## src/rtl/enc_pkg.sv

```systemverilog
// enc_pkg: shared types, defaults and helpers for the registered priority encoders
package enc_pkg;
  typedef enum logic {EMPTY, FULL} state_t;
  localparam int N_DEF = 8;
  localparam int CW_DEF = 8;
  function automatic longint unsigned sat_max(input int cw);
    return (64'd1 << cw) - 64'd1;
  endfunction
endpackage

```

## src/rtl/prio_enc_core.sv

```systemverilog
// prio_enc_core: combinational priority encoder, highest set index wins, gated by enable
module prio_enc_core #(
  parameter int N = 8,
  localparam int W = $clog2(N)
) (
  input  logic         i_e,
  input  logic [N-1:0] i_d,
  output logic [W-1:0] o_y,
  output logic         o_v,
  output logic         o_m
);
  // scan upward so later (higher) set bits overwrite the index; a set bit seen after another marks multi-hot
  always_comb begin
    o_y = '0;
    o_v = 1'b0;
    o_m = 1'b0;
    for (int i = 0; i < N; i++) begin
      if (i_e && i_d[i]) begin
        o_m = o_m | o_v;
        o_v = 1'b1;
        o_y = W'(i);
      end
    end
  end
endmodule

```

## src/rtl/prio_enc_8to3_reg.sv

```systemverilog
// prio_enc_8to3_reg: priority encoder with single-entry output buffer and multi-hot counter
module prio_enc_8to3_reg
  import enc_pkg::*;
#(
  parameter int N = N_DEF,
  parameter int CW = CW_DEF,
  localparam int W = $clog2(N)
) (
  input  logic          clk,
  input  logic          rst_n,
  input  logic          E,
  input  logic [N-1:0]  D,
  input  logic          in_valid,
  output logic          in_ready,
  output logic [W-1:0]  Y,
  output logic          V,
  output logic          M,
  output logic          out_valid,
  input  logic          out_ready,
  input  logic          cnt_clr,
  output logic [CW-1:0] err_cnt
);
  localparam logic [CW-1:0] CNT_MAX = CW'(sat_max(CW));
  state_t r_state, w_next;
  logic [W-1:0] w_y;
  logic w_v, w_m, w_acc;
  assign w_acc = in_valid & in_ready;
  prio_enc_core #(.N(N)) u_core (
    .i_e(E),
    .i_d(D),
    .o_y(w_y),
    .o_v(w_v),
    .o_m(w_m)
  );
  // state register: empty after reset, any held result is discarded
  always_ff @(posedge clk or negedge rst_n) begin
    if (!rst_n) r_state <= EMPTY;
    else        r_state <= w_next;
  end
  // next state: an accept always leaves a result; a drained result with nothing new empties the buffer
  always_comb begin
    w_next = w_acc ? FULL : ((r_state == FULL) && out_ready) ? EMPTY : r_state;
  end
  // outputs: a slot is free when empty or when the held result is being taken this cycle
  always_comb begin
    out_valid = (r_state == FULL);
    in_ready  = (r_state == EMPTY) | out_ready;
  end
  // result registers load only on accept and otherwise keep (possibly stale) contents
  always_ff @(posedge clk or negedge rst_n) begin
    if (!rst_n) begin
      Y <= '0;
      V <= 1'b0;
      M <= 1'b0;
    end else if (w_acc) begin
      Y <= w_y;
      V <= w_v;
      M <= w_m;
    end
  end
  // multi-hot counter saturates, and a clear overrides a same-cycle increment
  always_ff @(posedge clk or negedge rst_n) begin
    if (!rst_n)                                     err_cnt <= '0;
    else if (cnt_clr)                               err_cnt <= '0;
    else if (w_acc && w_m && (err_cnt != CNT_MAX)) err_cnt <= err_cnt + CW'(1);
  end
endmodule

```

## config.mk

```make
export PLATFORM = sky130hd
export DESIGN_NAME = prio_enc_8to3_reg
export DESIGN_NICKNAME = d
export VERILOG_FILES = /design/src/rtl/enc_pkg.sv /design/src/rtl/prio_enc_core.sv /design/src/rtl/prio_enc_8to3_reg.sv
export SDC_FILE = /design/constraint.sdc
export NUM_CORES = 1
export LEC_CHECK = 0
export CAP_MARGIN = 20
export CORE_AREA = 2 2 46 48
export DETAILED_ROUTE_END_ITERATION = 12
export DIE_AREA = 0 0 48 50
export PLACE_DENSITY = 0.78
export SLEW_MARGIN = 0
export SYNTH_ARGS = -nofsm -noshare
export SYNTH_HDL_FRONTEND = slang
export SYNTH_SLANG_ARGS = --single-unit
```

## constraint.sdc

```tcl
create_clock -name clk -period 3.59 [get_ports clk]
set_clock_uncertainty 0.2 [all_clocks]
set_input_delay 0.359 -clock clk [delete_from_list [all_inputs] [get_ports clk]]
set_output_delay 0.359 -clock clk [all_outputs]
set_load 0.005 [all_outputs]
```

---- After elaboration in Yosys (flattened, before gate mapping) ----
Index checks and enable logic that the tools add are counted.
word-level totals
  output and inout port bits .............. 15
  bits in registers ....................... 14
  word-level logic and storage cells ...... 55
  bits of input ports ..................... 14
operators by class
  mux-type cells .......................... 26
  reductions and logical operators ........ 13
  equality and inequality tests ........... 1
  add/sub/neg operators ................... 1
  bitwise logic cells ..................... 9
operator list
  kind                   number
  $mux W1                18
  $mux W8                2
  $mux W3                4
  $logic_and A1 B1 Y1    11
  $add A8 B1 Y8 const B  1
  $ne A8 B8 Y1 const B   1
  $or A1 B1 Y1           7
  $mux W2                2
  $reduce_bool A2 Y1     2
  $and A1 B1 Y1          1
  $not A1 Y1             1

---- Depth between registers and ports, before layout ----
Gate-level depths: netlist (run 1).
  depth after elaboration ................. 19
  gate-level depth with buffers ........... 6

---- By module ----
A second synthesis (run 1) with hierarchy kept.
unflattened totals
  cell total of the unflattened synthesis .. 89
  area, all modules ....................... 865.8 um^2
by module, submodules not included
  module             cells each  instances  area each (um^2)
  prio_enc_8to3_reg  67          1          698.2
  prio_enc_core      22          1          167.7

---- Least setup slack after synthesis (run 1) ----
Ideal clock, no wire load.
  path type ............................... input to register
  start point ............................. in D[4]
  end point ............................... reg err_cnt[4]
  required time ........................... 3.265 ns
  stages .................................. 5
  arrival time ............................ 1.676 ns
  slack ................................... 1.589 ns
  path buffers ............................ 0
  library setup time ...................... 0.125 ns
  path through ............................ o41a_1 -> a32oi_4 -> a21oi_4 -> and4_4 -> mux2_4
on the way
  word-level cells in the longest chain between the ends .. 11
ends and longest elaborated chain
  element                                line                     text
  from (decl)                            prio_enc_8to3_reg.sv:12  input logic [N-1:0] D,
  $logic_and A1 B1 Y1 *                  prio_enc_core.sv:18      if (i_e && i_d[i]) begin
  $mux W1                                prio_enc_core.sv:18
  $or A1 B1 Y1                           prio_enc_core.sv:19      o_m = o_m | o_v;
  $mux W1                                prio_enc_core.sv:18
  $or A1 B1 Y1                           prio_enc_core.sv:19
  $mux W1                                prio_enc_core.sv:18
  $or A1 B1 Y1                           prio_enc_core.sv:19
  $mux W1 *                              prio_enc_core.sv:18
  $logic_and A1 B1 Y1 * (2 in a row)     prio_enc_8to3_reg.sv:65  else if (w_acc && w_m && (err_cnt != CNT_MAX)) err_cnt <= err_cnt + CW'(1);
  $reduce_bool A2 Y1 (no source line) *  --
  to (signal assigned)                   prio_enc_8to3_reg.sv:65
  to (decl)                              prio_enc_8to3_reg.sv:21  output logic [CW-1:0] err_cnt
Mark *: on every way between the ends. The rest lies on a longest branch, timed or not.
A chain may end at the register's enable or synchronous reset.

---- Worst setup path after layout (run 1) ----
  start point ............................. in D[5]
  end point ............................... reg err_cnt[4]
on the way
  word-level cells in the longest chain between the ends .. 9
ends and longest elaborated chain
  element                                line
  $logic_and A1 B1 Y1 *                  prio_enc_core.sv:18
  $mux W1                                prio_enc_core.sv:18
  $or A1 B1 Y1                           prio_enc_core.sv:19
  $mux W1                                prio_enc_core.sv:18
  $or A1 B1 Y1                           prio_enc_core.sv:19
  $mux W1 *                              prio_enc_core.sv:18
  $logic_and A1 B1 Y1 * (2 in a row)     prio_enc_8to3_reg.sv:65
  $reduce_bool A2 Y1 (no source line) *  --
Marks and branches as above.

==> impl_results.rst, run 1 <==
.. list-table::
   :header-rows: 1

   * - Metric
     - Value
   * - Initial cell density of the core
     - between 40 and 50%
   * - Total number of vias
     - between 700 and 800
   * - Global-route track usage on met3
     - approximately 4.0%
   * - Post-layout nets
     - approximately 130
   * - Number of resized instances in the post-cts repair step
     - 0
   * - Portion of the post-synthesis area used by sequential elements
     - about 42%
   * - Final setup margin
     - about 1.3 ns
   * - Floorplan die width
     - approximately 48 um
   * - Depth of the CTS H-tree
     - 1
   * - Clock buffer depth
     - 2
   * - Post-synthesis cell count
     - approximately 80
   * - Fill count
     - 170
   * - All-layer global routing usage
     - 16.3%
   * - Number of antenna violations at the first check in global routing
     - 0
   * - Number of I/O port buffers
     - 28
   * - Clock root buffer
     - clkbuf_4
   * - Final cell count without fillers
     - between 100 and 150
   * - Routed length per placed instance
     - 12.4 um
   * - Drt total wl
     - between 1500 and 2000 um
   * - Num rows
     - 16
   * - Largest net degree at the start of global routing
     - 15
   * - Number of antenna repair diodes
     - 0
   * - Number of detailed-route iterations in the first pass
     - 3
   * - CP Launch Type
     - input pin
   * - DRC violation count after routing
     - 0
   * - Synthesized flop and latch total
     - 14
   * - Post-CTS repair timing setup buffer count
     - 0
   * - Clock insertion delay at the later pin of the skew report
     - approximately 0.28 ns
   * - Max IR drop VDD
     - roughly 220 uV
   * - Worst Path Arrival
     - roughly 2.3 ns
   * - CP max FO
     - 9
   * - Placeable core region
     - roughly 1900 um^2
   * - Die outline area
     - ~2400 um^2
   * - Met2 global-route usage
     - between 20 and 30%
   * - Max-Slew Margin vs Limit
     - roughly three fifths
   * - Post-placement worst setup slack
     - between 1 and 1.5 ns
   * - Max-Cap Viols
     - 0
   * - Post-synthesis instance area
     - between 800 and 900 um^2
   * - Via count of the first global-routing pass
     - ~700
   * - Die extent in y
     - 50 um
   * - Total gr overflow
     - 0
   * - Max Clk Rate
     - 437 MHz
   * - Area occupied by registers
     - about 350 um^2
   * - Io pins
     - 29
   * - Most used DFF post-synth
     - dfrtp_1
   * - Syn avg cell area
     - between 10 and 15 um^2
   * - Worst hold path type
     - in2async
   * - Clock-pin transition on the worst setup and hold timing paths
     - roughly 0.08 ns
   * - Cells taking the most area after synthesis
     - dfrtp_1 (42%), nor2_1 (4.5%), a32oi_4 (3.3%), nor2b_1 (3.0%), mux2_1 (2.7%)
   * - Leak pwr
     - 0.465 nW
   * - Count of unique library cells instantiated by Yosys
     - 35
   * - 1st-iter DRT viols
     - 9
   * - Proportion of register bits with asynchronous set or reset after synthesis
     - 100%
   * - Final ANT Viol Nets
     - 0
   * - Sinks on Clock Net
     - 14
   * - Sort of element at the end of the critical path
     - flip-flop
   * - Minimum period implied by the final worst setup slack
     - 2.29 ns
   * - Category of the most critical setup path
     - in2reg
   * - Syn nets
     - between 90 and 100
   * - Final max-slew violation count
     - 0
   * - TritonCTS Buffers
     - 3
   * - Final-report hold violation count
     - 0
   * - Part of the cycle the worst path needs
     - a little under two thirds
   * - YS warnings
     - 0
   * - Power density over the cells
     - 297 nW/um^2
   * - Setup violation total in the final timing report
     - 0
   * - Layout overhead on the synthesized area
     - 40.1%
   * - Global-route layer with the greatest usage
     - met2
   * - RePlAce Congestion
     - roughly 0.8
   * - Library cell with the highest instance count after synthesis
     - dfrtp_1
   * - Setup repair after global routing missed its margin
     - false
   * - Slew @ Worst Pin
     - a little over 0.6 ns
   * - Utilization after layout
     - around three fifths
   * - TritonCTS clock tree
     - built
   * - Sum of negative setup slack
     - 0 ns
   * - Number of flops mapped to enable cells by yosys
     - 0
   * - Final total power
     - approximately 0.35 mW
   * - GR Layer Usage met1
     - between 15 and 20%
   * - Number of buffers inserted by hold repair at cts
     - 0
   * - Cell count after placement
     - around 140
   * - Layout cells sized above 1
     - between 8 and 9%
   * - Portion of synthesized cell area occupied by the leading cell type
     - 42.2%
   * - Synth top cells by count
     - dfrtp_1 (14), nor2_1 (10), nand2_1 (5), a21oi_1 (4), nor2b_1 (4)
   * - Global-route wire length before repair
     - between 2000 and 3000 um
   * - Multi-input combinational cell area
     - about 470 um^2
   * - Via/cell ratio
     - around 5.3
   * - Status
     - completed
   * - Data required time at the worst endpoint
     - around 3.6 ns
   * - Area leader, netlist
     - dfrtp_1
routing by layer:
layer / vias to the layer above / routed length, um / share of wire (%)
met1: 345 / 795 / 46
li1: 367 / - / -
met2: 23 / 808 / 47
met4: 0 / 32 / 1.9
met3: 5 / 88 / 5.1
met5: - / 0 / 0
path summary, 6_finish.rpt:
check                      startpoint          to  slack (ns)  cells after the start
max                              D[5]  err_cnt[4]        1.30                      6
min                             rst_n  err_cnt[0]        0.26                      1
max reg2reg                err_cnt[0]  err_cnt[4]        1.50                      6
min reg2reg                         M           M        0.29                      1
max in group asynchronous       rst_n           V        2.53                      1
min in group clk                    M           M        0.29                      1
per-stage QoR:
stage | instance area, um^2 | hold WS [ns]
global route | 1160 | 0.299
finish | 1160 | 0.264
global placement | 1140 | 0.263
detailed placement | 1140 | 0.274
floorplan | 831 | -0.137
CTS | 1160 | 0.282
where the power goes:
group / internal, mW / switching (mW) / leakage (nW) / total, mW
registers: 0.168 / 0.00614 / 0.183 / 0.174
logic: 0.0487 / 0.0357 / 0.268 / 0.0844
clock network: 0.0389 / 0.0477 / 0.0138 / 0.0866
total: 0.256 / 0.0895 / 0.465 / 0.345
kinds of logic (layout without fill, tap and decap cells):
group                    Yosys count  count (layout)  share of synthesized area [%]
AND/OR/NAND/NOR                   36              36                           22.7
XOR/XNOR                           2               2                           2.11
buffers and inverters              3              33                           1.36
AO/OA/AOI/OAI                     20              20                           21.8
multiplexers                       5               5                           7.08
flip-flops                        14              14                           42.2
adder cells (fa/ha/maj)            2               2                           2.71
critical path, cell delays in order:
cell and delay [ns]:
clkdlybuf4s50_1 0.49, o41a_1 0.50, a32oi_4 0.26, a21oi_4 0.14, and4_4 0.22, mux2_4 0.29
registers in the layout, summed over array words and instances (netlist names):
name and cells:
M 1, V 1, Y 3, err_cnt 8, out_valid 1
layout by cell type, fill, tap and decap left out, drive strengths merged, types with 2 or more instances in the layout:
cell type / synthesis / routed
o41a: 2 / 2
nand2b: 3 / 3
a21oi: 5 / 5
nand4: 2 / 2
dfrtp: 14 / 14
nor2b: 4 / 4
clkdlybuf4s50: 0 / 28
nand3: 3 / 3
nand2: 5 / 5
nor2: 10 / 10
mux2: 4 / 4
o21ai: 4 / 4
inv: 2 / 2
xnor2: 2 / 2
nor3: 2 / 2
clkbuf: 1 / 3
and3: 2 / 2
or3: 2 / 2
nand3b: 2 / 2
layout make-up:
type                            count  area share (%)
Sequential cell                    14            30.1
Tap cell                           27            2.90
Inverter                            2           0.645
Clock buffer                        3            1.94
Timing Repair Buffer               28            24.1
Multi-Input combinational cell     65            40.3
Power figures use the tool's default switching activity.
==> inputs of run 2 (changes only) <==
CORE_AREA = 2 2 50 52   (was 2 2 46 48)
DIE_AREA = 0 0 52 54   (was 0 0 48 50)
PLACE_DENSITY = 0.7   (was 0.78)
clock period = 1.9 ns   (was 3.59 ns; I/O delays follow)
==> run 2 against run 1 <==
Clock-buffer cell count up 1; via count up 15%; register-to-register slack worse by 1.4 ns; first-iteration DRC count down 33%; critical path depth unchanged; worst hold slack worse by 0.060 ns; sequential share of layout area down 4.5 points; flip-flop and latch count unchanged; sequential power up 90%; highest routed layer unchanged.
==> impl_results.rst, run 2 (synthesized netlist as in run 1, its figures left out) <==
.. list-table::
   :header-rows: 1

   * - Metric
     - Value
   * - Status
     - completed (unchanged)
   * - Number of antenna repair diodes
     - 0 (unchanged)
   * - Number of detailed-route iterations in the first pass
     - 6 (was 3)
   * - Layout cells sized above 1
     - 27.1% (was 8.04%)
   * - DRC violation count after routing
     - 0 (unchanged)
   * - Placeable core region
     - 2320 um^2 (was 1900 um^2)
   * - 1st-iter DRT viols
     - 6 (was 9)
   * - Initial cell density of the core
     - 35.8% (was 43.7%)
   * - Highest cell delay on the worst timing path
     - 0.43 ns (was 0.50 ns)
   * - Max-Cap Viols
     - 0 (unchanged)
   * - Minimum period implied by the final worst setup slack
     - approximately 1.8 ns
   * - Slew @ Worst Pin
     - 0.417 ns (was 0.621 ns)
   * - Die extent in y
     - 54 um (was 50 um)
   * - TritonCTS clock tree
     - built (unchanged)
   * - Fill count
     - 222 (was 170)
   * - Final-report hold violation count
     - 0 (unchanged)
   * - Drt total wl
     - 2200 um (was 1720 um)
   * - Leading registers by flop count
     - err_cnt (8), Y (3) (unchanged)
   * - TritonCTS Buffers
     - 3 (unchanged)
   * - Global-route wire length before repair
     - 3800 um (was 2790 um)
   * - Depth of the CTS H-tree
     - 1 (unchanged)
   * - Total number of vias
     - 848 (was 740)
   * - Routed length per placed instance
     - 13.5 um (was 12.4 um)
   * - Max Clk Rate
     - 544 MHz
   * - Total gr overflow
     - 0 (unchanged)
   * - Setup violation total in the final timing report
     - 0 (unchanged)
   * - RePlAce Congestion
     - 0.804 (was 0.801)
   * - Reg with most FFs
     - err_cnt (unchanged)
   * - Via/cell ratio
     - 5.20 (was 5.32)
   * - Layout overhead on the synthesized area
     - 65.8% (was 40.1%)
   * - Clock root buffer
     - clkbuf_4 (unchanged)
   * - Part of the cycle the worst path needs
     - a little over nine tenths
   * - Max-Slew Margin vs Limit
     - 72.1% (was 58.5%)
   * - Sum of net half-perimeters after detailed placement
     - around 1700 um
   * - All-layer global routing usage
     - 18.5% (was 16.3%)
   * - Category of the most critical setup path
     - reg2reg (was in2reg)
   * - Post-layout nets
     - 149 (was 129)
   * - Final ANT Viol Nets
     - 0 (unchanged)
   * - Final total power
     - 0.743 mW (was 0.345 mW)
   * - Data required time at the worst endpoint
     - 1.88 ns (was 3.56 ns)
   * - Library cell contributing the largest single delay on the critical path
     - dfrtp_2 (was o41a_1)
   * - Worst Path Arrival
     - 1.82 ns (was 2.26 ns)
   * - Power density over the cells
     - 539 nW/um^2 (was 297 nW/um^2)
   * - Largest net degree at the start of global routing
     - 15 (unchanged)
   * - Ordered cell list for the critical path
     - ha_4, nand3_2, o211ai_1, a21oi_4, and4_4, mux2_4 (was clkdlybuf4s50_1, o41a_1, a32oi_4, a21oi_4, and4_4, mux2_4)
   * - Number of I/O port buffers
     - 28 (unchanged)
   * - Final max-slew violation count
     - 0 (unchanged)
   * - Post-DP Area
     - 1280 um^2 (was 1140 um^2)
   * - Sinks on Clock Net
     - 14 (unchanged)
   * - Cell type group with the largest total delay on the critical path
     - flip-flops (was compound AO/OA/AOI/OAI gates)
   * - Clock insertion delay at the later pin of the skew report
     - 0.29 ns (was 0.28 ns)
   * - Worst hold path type
     - in2reg (was in2async)
   * - Top library cells by usage in the layout, fill and taps aside
     - clkdlybuf4s50_1 (19), buf_4 (19), dfrtp_1 (12) (was clkdlybuf4s50_1 (28), dfrtp_1 (14), nor2_1 (10))
   * - Num rows
     - 18 (was 16)
   * - Die outline area
     - 2810 um^2 (was 2400 um^2)
   * - Clock buffer depth
     - 2 (unchanged)
   * - Leak pwr
     - 0.605 nW (was 0.465 nW)
   * - Clock-pin transition on the worst setup and hold timing paths
     - 0.08 ns (about the same)
   * - Max IR drop VDD
     - 381 uV (was 221 uV)
   * - Number of flip-flops under the largest register name
     - 8 (unchanged)
   * - Io pins
     - 29 (unchanged)
   * - Number of antenna violations at the first check in global routing
     - 0 (unchanged)
   * - Post-route standard cell area excluding fillers
     - 1380 um^2 (was 1160 um^2)
   * - Setup repair after global routing missed its margin
     - true (was false)
   * - Sum of negative setup slack
     - 0 ns (unchanged)
   * - Number of buffer and inverter instances along the worst setup path
     - 0 (was 1)
   * - CP Launch Type
     - flip-flop (was input pin)
   * - Floorplan die width
     - 52 um (was 48 um)
   * - CP max FO
     - 4 (was 9)
   * - Via count of the first global-routing pass
     - 871 (was 680)
   * - Sort of element at the end of the critical path
     - flip-flop (unchanged)
==> run 2: changes by cell type in the layout (fill, tap and decap cells not counted), sizes merged <==
cell	before	now
dlygate4sd3	0	1
dlygate4sd2	0	6
dlymetal6s2s	0	3
clkdlybuf4s50	28	19
buf	0	19
clkbuf	3	4
==> run 2: where the power goes <==
group | switching (mW) | total, mW | internal, mW
clock network | 0.102 | 0.218 | 0.117
registers | 0.0124 | 0.330 | 0.318
logic | 0.0814 | 0.194 | 0.113
==> run 2: final cells by class <==
type,instances,area [um^2],area share [%]
Multi-Input combinational cell,65,510,37.1
Timing Repair Buffer,48,433,31.4
Sequential cell,14,353,25.6
Tap cell,30,37.5,2.72
Clock buffer,4,36.3,2.63
Inverter,2,7.51,0.545
==> run 2: repair_timing <==
action,CTS,global route
buffers inserted,0,3
pin swaps,4,8
endpoints found under the hold margin,0,7
endpoints found under the setup margin,6,6
hold buffers,0,1
resized for setup,9,6
==> run 2: worst register-to-register path: cells and delay by family (launching register included) <==
| kind | cells | cell delay [ns] |
|---|---|---|
| fa+ha+maj | 1 | 0.17 |
| mux | 1 | 0.29 |
| compound gates | 2 | 0.35 |
| flops | 1 | 0.43 |
| simple gates | 2 | 0.29 |
==> run 2: final timing paths <==
| kind | end | depth (start not counted) | slack (ns) | from |
|---|---|---|---|---|
| max reg2reg | err_cnt[4] | 6 | 0.06 | err_cnt[0] |
| max in group asynchronous | err_cnt[0] | 3 | 0.76 | rst_n |
| min in group asynchronous | err_cnt[3] | 3 | 0.55 | rst_n |
| max | err_cnt[4] | 6 | 0.06 | err_cnt[0] |
| min | Y[1] | 4 | 0.20 | E |
| min reg2reg | M | 1 | 0.30 | M |
==> run 2: through the flow <==
step | util [%] | hold WS, ns | setup WS [ns] | instances
2_1_floorplan | - | -0.306 | -0.0166 | 82
3_3_place_gp | 55.3 | 0.275 | -0.398 | 155
3_5_place_dp | 55.3 | 0.290 | -0.413 | 155
4_1_cts | 57.3 | 0.000638 | -0.0298 | 159
5_1_grt | 59.4 | 0.219 | -0.00433 | 163
6_report | 59.4 | 0.204 | 0.0617 | 163
==> run 2: per-layer routing <==
metal  share of wire, %  global-route usage (%)
met1                 40                    20.4
met4                1.4                    6.58
met3                7.2                    4.72
met5                  0                       0
met2                 51                    34.4
==> inputs of run 3 (changes only) <==
SLEW_MARGIN = 20   (was 0)
==> results of run 3 <==
Same layout as run 2: the final DEF is identical, and so are final timing and power.
